[src/rtl/mips_ctrl_pkg.sv]
// Shared encodings for the multicycle MIPS control unit: FSM states,
// instruction opcodes/functs and the datapath mux/ALU select codes.
package mips_ctrl_pkg;

    typedef enum logic [3:0] {
        IDLE      = 4'd0,
        FETCH     = 4'd1,
        DECODE    = 4'd2,
        MEM_ADDR  = 4'd3,
        MEM_READ  = 4'd4,
        MEM_WB    = 4'd5,
        MEM_WRITE = 4'd6,
        R_EXEC    = 4'd7,
        R_WB      = 4'd8,
        I_EXEC    = 4'd9,
        I_WB      = 4'd10,
        BRANCH    = 4'd11,
        JUMP      = 4'd12,
        JAL       = 4'd13,
        JR        = 4'd14,
        TRAP      = 4'd15
    } ctrlState_e;

    localparam logic [5:0] OP_RTYPE = 6'h00;
    localparam logic [5:0] OP_J     = 6'h02;
    localparam logic [5:0] OP_JAL   = 6'h03;
    localparam logic [5:0] OP_BEQ   = 6'h04;
    localparam logic [5:0] OP_BNE   = 6'h05;
    localparam logic [5:0] OP_ADDI  = 6'h08;
    localparam logic [5:0] OP_ANDI  = 6'h0C;
    localparam logic [5:0] OP_ORI   = 6'h0D;
    localparam logic [5:0] OP_LUI   = 6'h0F;
    localparam logic [5:0] OP_LW    = 6'h23;
    localparam logic [5:0] OP_SW    = 6'h2B;
    localparam logic [5:0] FUNCT_JR = 6'h08;

    localparam logic [1:0] ALU_ADD   = 2'd0;
    localparam logic [1:0] ALU_SUB   = 2'd1;
    localparam logic [1:0] ALU_FUNCT = 2'd2;
    localparam logic [1:0] ALU_IMM   = 2'd3;

    localparam logic [1:0] SRCB_REG     = 2'd0;
    localparam logic [1:0] SRCB_FOUR    = 2'd1;
    localparam logic [1:0] SRCB_SIGNEXT = 2'd2;
    localparam logic [1:0] SRCB_SHIFTED = 2'd3;

    localparam logic [1:0] PCSRC_ALU    = 2'd0;
    localparam logic [1:0] PCSRC_ALUOUT = 2'd1;
    localparam logic [1:0] PCSRC_JUMP   = 2'd2;
    localparam logic [1:0] PCSRC_RS     = 2'd3;

    localparam logic [1:0] REGDST_RT = 2'd0;
    localparam logic [1:0] REGDST_RD = 2'd1;
    localparam logic [1:0] REGDST_RA = 2'd2;

    // Final state of each instruction class; leaving it retires the instruction.
    function automatic logic isLastState(input ctrlState_e s);
        return (s == MEM_WB) || (s == MEM_WRITE) || (s == R_WB) || (s == I_WB) ||
               (s == BRANCH) || (s == JUMP) || (s == JAL) || (s == JR);
    endfunction

endpackage

[src/rtl/retire_counter.sv]
// Free-running 32-bit retired-instruction counter with enable and async clear.
module retire_counter (
    input  logic        clk,
    input  logic        clearN,
    input  logic        enable,
    output logic [31:0] count
);

    // Wraps naturally from all-ones back to zero.
    always_ff @(posedge clk or negedge clearN) begin
        if (!clearN)
            count <= 32'd0;
        else if (enable)
            count <= count + 32'd1;
    end

endmodule

[src/rtl/multicycle_control.sv]
// Moore-style control FSM for a multicycle MIPS datapath; all control
// outputs decode from the state register only.
module multicycle_control
    import mips_ctrl_pkg::*;
(
    input  logic        clk,
    input  logic        reset,
    input  logic        run,
    input  logic [5:0]  opcode,
    input  logic [5:0]  funct,
    input  logic        mem_ready,
    output logic        pc_write,
    output logic        pc_write_cond,
    output logic        branch_ne,
    output logic        iord,
    output logic        mem_read,
    output logic        mem_write,
    output logic        ir_write,
    output logic        mem_to_reg,
    output logic        reg_write,
    output logic        alu_src_a,
    output logic [1:0]  reg_dst,
    output logic [1:0]  alu_src_b,
    output logic [1:0]  alu_op,
    output logic [1:0]  pc_source,
    output logic        trap,
    output logic [3:0]  state,
    output logic [31:0] retired
);

    ctrlState_e currentState;
    ctrlState_e nextState;
    ctrlState_e boundaryState;
    logic       branchNeReg;
    logic       retireEn;

    // The bne/beq selector is captured at decode so BRANCH outputs stay state-only.
    always_ff @(posedge clk or negedge reset) begin
        if (!reset) begin
            currentState <= IDLE;
            branchNeReg  <= 1'b0;
        end else begin
            currentState <= nextState;
            if (currentState == DECODE)
                branchNeReg <= opcode[0];
        end
    end

    always_comb begin
        boundaryState = run ? FETCH : IDLE;
        nextState     = currentState;
        case (currentState)
            IDLE:      if (run) nextState = FETCH;
            FETCH:     if (mem_ready) nextState = DECODE;
            DECODE: begin
                case (opcode)
                    OP_RTYPE:                         nextState = (funct == FUNCT_JR) ? JR : R_EXEC;
                    OP_LW, OP_SW:                     nextState = MEM_ADDR;
                    OP_ADDI, OP_ANDI, OP_ORI, OP_LUI: nextState = I_EXEC;
                    OP_BEQ, OP_BNE:                   nextState = BRANCH;
                    OP_J:                             nextState = JUMP;
                    OP_JAL:                           nextState = JAL;
                    default:                          nextState = TRAP;
                endcase
            end
            MEM_ADDR:  nextState = (opcode == OP_SW) ? MEM_WRITE : MEM_READ;
            MEM_READ:  if (mem_ready) nextState = MEM_WB;
            MEM_WRITE: if (mem_ready) nextState = boundaryState;
            R_EXEC:    nextState = R_WB;
            I_EXEC:    nextState = I_WB;
            MEM_WB, R_WB, I_WB, BRANCH, JUMP, JAL, JR: nextState = boundaryState;
            TRAP:      nextState = TRAP;
            default:   nextState = IDLE;
        endcase
    end

    always_comb begin
        pc_write      = 1'b0;
        pc_write_cond = 1'b0;
        branch_ne     = 1'b0;
        iord          = 1'b0;
        mem_read      = 1'b0;
        mem_write     = 1'b0;
        ir_write      = 1'b0;
        mem_to_reg    = 1'b0;
        reg_write     = 1'b0;
        alu_src_a     = 1'b0;
        reg_dst       = REGDST_RT;
        alu_src_b     = SRCB_REG;
        alu_op        = ALU_ADD;
        pc_source     = PCSRC_ALU;
        trap          = 1'b0;
        case (currentState)
            FETCH: begin
                mem_read  = 1'b1;
                ir_write  = 1'b1;
                pc_write  = 1'b1;
                alu_src_b = SRCB_FOUR;
            end
            DECODE:    alu_src_b = SRCB_SHIFTED;
            MEM_ADDR: begin
                alu_src_a = 1'b1;
                alu_src_b = SRCB_SIGNEXT;
            end
            MEM_READ: begin
                mem_read = 1'b1;
                iord     = 1'b1;
            end
            MEM_WRITE: begin
                mem_write = 1'b1;
                iord      = 1'b1;
            end
            MEM_WB: begin
                reg_write  = 1'b1;
                mem_to_reg = 1'b1;
            end
            R_EXEC: begin
                alu_src_a = 1'b1;
                alu_op    = ALU_FUNCT;
            end
            R_WB: begin
                reg_write = 1'b1;
                reg_dst   = REGDST_RD;
            end
            I_EXEC: begin
                alu_src_a = 1'b1;
                alu_src_b = SRCB_SIGNEXT;
                alu_op    = ALU_IMM;
            end
            I_WB:      reg_write = 1'b1;
            BRANCH: begin
                alu_src_a     = 1'b1;
                alu_op        = ALU_SUB;
                pc_write_cond = 1'b1;
                pc_source     = PCSRC_ALUOUT;
                branch_ne     = branchNeReg;
            end
            JUMP: begin
                pc_write  = 1'b1;
                pc_source = PCSRC_JUMP;
            end
            JAL: begin
                pc_write  = 1'b1;
                pc_source = PCSRC_JUMP;
                reg_write = 1'b1;
                reg_dst   = REGDST_RA;
            end
            JR: begin
                pc_write  = 1'b1;
                pc_source = PCSRC_RS;
            end
            TRAP:      trap = 1'b1;
            default: ;
        endcase
    end

    // A store only retires once memory acknowledges it.
    assign retireEn = isLastState(currentState) && ((currentState != MEM_WRITE) || mem_ready);
    assign state    = currentState;

    retire_counter retireCounter (
        .clk    (clk),
        .clearN (reset),
        .enable (retireEn),
        .count  (retired)
    );

endmodule

[config.mk]
export PLATFORM = sky130hd
export DESIGN_NAME = multicycle_control
export DESIGN_NICKNAME = d
export VERILOG_FILES = /design/src/rtl/mips_ctrl_pkg.sv /design/src/rtl/retire_counter.sv /design/src/rtl/multicycle_control.sv
export SDC_FILE = /design/constraint.sdc
export NUM_CORES = 1
export LEC_CHECK = 0
export ABC_AREA = 1
export ABC_CLOCK_PERIOD_IN_PS = 2300
export BUFFER_PORTS_ARGS = -buffer_cell sky130_fd_sc_hd__clkbuf_2
export CORE_MARGIN = 2
export CORE_UTILIZATION = 52
export CTS_BUF_LIST = sky130_fd_sc_hd__clkbuf_4 sky130_fd_sc_hd__clkbuf_8 sky130_fd_sc_hd__clkbuf_16
export DETAILED_ROUTE_END_ITERATION = 12
export PLACE_DENSITY_LB_ADDON = 0.25
export SETUP_SLACK_MARGIN = 0.02
export SYNTH_ARGS = -nofsm -noshare
export SYNTH_HDL_FRONTEND = slang
export SYNTH_HIERARCHICAL = 1
export SYNTH_SLANG_ARGS = --single-unit
[constraint.sdc]
create_clock -name clk -period 2.3 [get_ports clk]
set_clock_uncertainty 0.15 [all_clocks]
set_input_delay 0.115 -clock clk [delete_from_list [all_inputs] [get_ports clk]]
set_output_delay 0.115 -clock clk [all_outputs]
set_load 0.02 [all_outputs]
==> impl_metrics.json <==
{
  "rr_worst_depth": 14,
  "worstSkewPairLatency_ps": 290,
  "grt_pass1_vias": 2312,
  "switchingPower_mw": 1.13,
  "cp_top_family": "simple AND/OR/NAND/NOR gates",
  "cts_made_buffers": 5,
  "synth_area_um2": 2440,
  "hold_class": "input pin to flop",
  "clock_sinks": 37,
  "crit_cells": 14,
  "syn_to_final_growth_pct": 26.1,
  "slowest_stage": "dfrtp_1",
  "port_buffers": 70,
  "core_area_um2": 4440,
  "p_seq_share_pct": 34.2,
  "synth_cell_type_count": 24,
  "syn_inst": 366,
  "synth_top_family_by_area": "simple AND/OR/NAND/NOR gates",
  "crit_type": "flop to flop",
  "leakage_nw": 1.63,
  "routabilityCongestion": 0.922,
  "routed-via-count": 2606,
  "dp_hpwl_mm": 4.87,
  "dr.pass1.iters": 4,
  "synth-compound-area-share_pct": 2.41,
  "grt_overflow_total": 0,
  "chipHeight_um": 72.6,
  "final_layout_size_suffix_gt1_share_pct": 25.7,
  "critPathLaunchType": "flop",
  "worstMarginPinSlew_ps": 470,
  "hold_path_end": "state[0]$_DFFE_PN0P_",
  "synthXorXnorAreaFrac_pct": 6.09,
  "pwr-share-clk_pct": 22.9,
  "synth_seq_cells": 37,
  "antenna_found_initial": 0,
  "cts_tree": "built",
  "crit_chain": "inv_1 > nand2_1 > inv_1 > nand2_1 > nand2_1 > nor2_1 > nor2_2 > inv_2 > nor2_4 > nand2_2 > nor2_4 > nand2_1 > nand2_1 > nand2_1",
  "slowest_delay_ps": 420,
  "max_slew_margin_pct": 68.7,
  "ys_warn_count": 6,
  "drv_slew": 0,
  "reg2reg_from": "state[3]$_DFFE_PN0P_",
  "crit_top_cell": "nand2_1",
  "fin_crit_sh_pct": 91.6,
  "dieArea_um2": 5260,
  "avgSynthCellArea_um2": 6.68,
  "hp-start": "run",
  "start_util_pct": 55.0,
  "holdPathStages": 5,
  "status": "complete, no violations",
  "nNetsFinal": 468,
  "setup_viol": 0,
  "wirelength_mm": 6.26,
  "p_int_mw": 1.48,
  "routedWlPerCell_um": 12.4,
  "worstPathMaxFanout": 5,
  "layout_common_cells": "nand2_1 (116), clkbuf_2 (70), nor2_1 (59)",
  "crit_arrival_ps": 2150,
  "maxCapViolCount": 0,
  "synth_simple_gate_area_share_pct": 45.0,
  "finalHoldWorstSlack_ps": 42.6,
  "pwr-share-comb_pct": 43.0,
  "grt_usage_pct": 24.5,
  "r2r_setup_slack_ps": 190,
  "cts_max_path_buffers": 2,
  "grt_first_pass_wirelength_mm": 10.2,
  "clk_pin_slew_ps": 80,
  "switching_share_pct": 43.3,
  "finalSetupTns_ps": 0,
  "antennaDiodeCount": 0,
  "viasPerCell": 5.17,
  "drcViolationCount": 0,
  "synth_nets": 383,
  "grt_max_degree": 38,
  "synthAdderAreaFrac_pct": 0.512,
  "vdd_drop_max_mv": 0.444,
  "cts_root_buf": "clkbuf_8",
  "worstPathRequired_ps": 2340,
  "worstSetupEndpointType": "flop",
  "rows": 24,
  "fp.dieW_um": 72.6,
  "power_mw": 2.61,
  "cts-htree-levels": 2,
  "finalCriticalPeriod_ps": 2110,
  "power_density_nw_per_um2": 846,
  "hold_viol_final": 0,
  "yosysSeqAreaShare_pct": 37.9,
  "ant_nets": 0,
  "muxShareOfSynthArea_pct": 0,
  "crit_buf_inv": 3,
  "drt_iter0_drc": 174,
  "fmax_ghz": 0.475,
  "ios": 71,
  "r2r-end": "retireCounter/count[23]$_DFFE_PN0P_",
  "final_common_cell": "nand2_1"
}
## metrics by stage
step / utilization, % / cells / worst slack, ps / cell area, um^2
floorplan: - / 366 / 110 / 2440
global placement: 65.0 / 492 / 60.5 / 2890
detailed placement: 65.0 / 492 / 56.3 / 2890
CTS: 68.4 / 503 / 21.4 / 3040
global route: 69.3 / 504 / -6.89 / 3080
finish: 69.3 / 504 / 193 / 3080
## synth_stat cells (all sizes together)
cell	number	share of area, %
a21oi	2	0.41
a22oi	1	0.31
and2	2	0.51
buf	1	0.31
clkinv	1	0.15
dfrtp	37	38
ha	1	0.51
inv	50	7.7
nand2	121	19
nand3	34	7.4
nand3b	6	1.8
nand4	2	0.51
nor2	79	15
nor3	4	0.82
o21ai	7	1.4
o22ai	1	0.26
xnor2	6	2.2
xor2	11	3.9
## timing repair
| item | CTS | global route |
|---|---|---|
| setup buffers | 0 | 1 |
| setup endpoints to repair | 0 | 19 |
| hold endpoints to repair | 39 | 0 |
| resized for setup | 0 | 11 |
| hold buffers | 3 | 0 |
## sequential cells by signal, indices dropped and copies added, names as in the netlist
register             cells
state                    4
branchNeReg              1
retireCounter/count     32
## layout make-up
cell class	instances	area [um^2]
fillers	382	1360
inverters	51	191
flip-flops and latches	37	930
well taps	52	65.1
multi-input cells	277	1350
repair buffers	79	425
clock inverters	2	37.5
clock buffers	6	82.6
## power groups by stage
stage | clock network [mW] | logic, mW | registers [mW]
global placement | 0 | 1.07 | 0.889
finish | 0.596 | 1.12 | 0.890
global route | 0.631 | 1.24 | 0.908
CTS | 0.604 | 1.09 | 0.882
detailed placement | 0 | 1.07 | 0.896
floorplan | 0 | 0.665 | 0.950
## cell families (layout without fill, tap and decap cells)
group                      count (synthesis)  after routing
and+or+nand+nor                          248            248
adders and majority gates                  1              1
xor gates and xnor gates                  17             17
buffers and inverters                     52            138
DFF                                       37             37
AOI/OAI and AO/OA                         11             11
## how the worst max path moves through the flow
stage                               from  slack (ps)                             endpoint
floorplan           state[0]$_DFFE_PN0P_         110  retireCounter/count[29]$_DFFE_PN0P_
global placement    state[0]$_DFFE_PN0P_          60  retireCounter/count[27]$_DFFE_PN0P_
detailed placement  state[0]$_DFFE_PN0P_          60  retireCounter/count[27]$_DFFE_PN0P_
CTS                 state[0]$_DFFE_PN0P_          20  retireCounter/count[27]$_DFFE_PN0P_
global route        state[3]$_DFFE_PN0P_          -7  retireCounter/count[23]$_DFFE_PN0P_
finish              state[3]$_DFFE_PN0P_         190  retireCounter/count[23]$_DFFE_PN0P_
## worst register-to-register path, delay by kind of cell (launching register included)
kind	cells	cell delay [ps]
buffers and inverters	3	350
AND/OR/NAND/NOR	11	1090
flip-flops	1	420
## metal layers
layer | share of wire [%] | global-route usage (%)
met1 | 46 | 34.9
met4 | 1.2 | 7.61
met3 | 5.1 | 4.44
met2 | 48 | 37.8
met5 | 0 | 0
(Power assumes the default switching activity.)
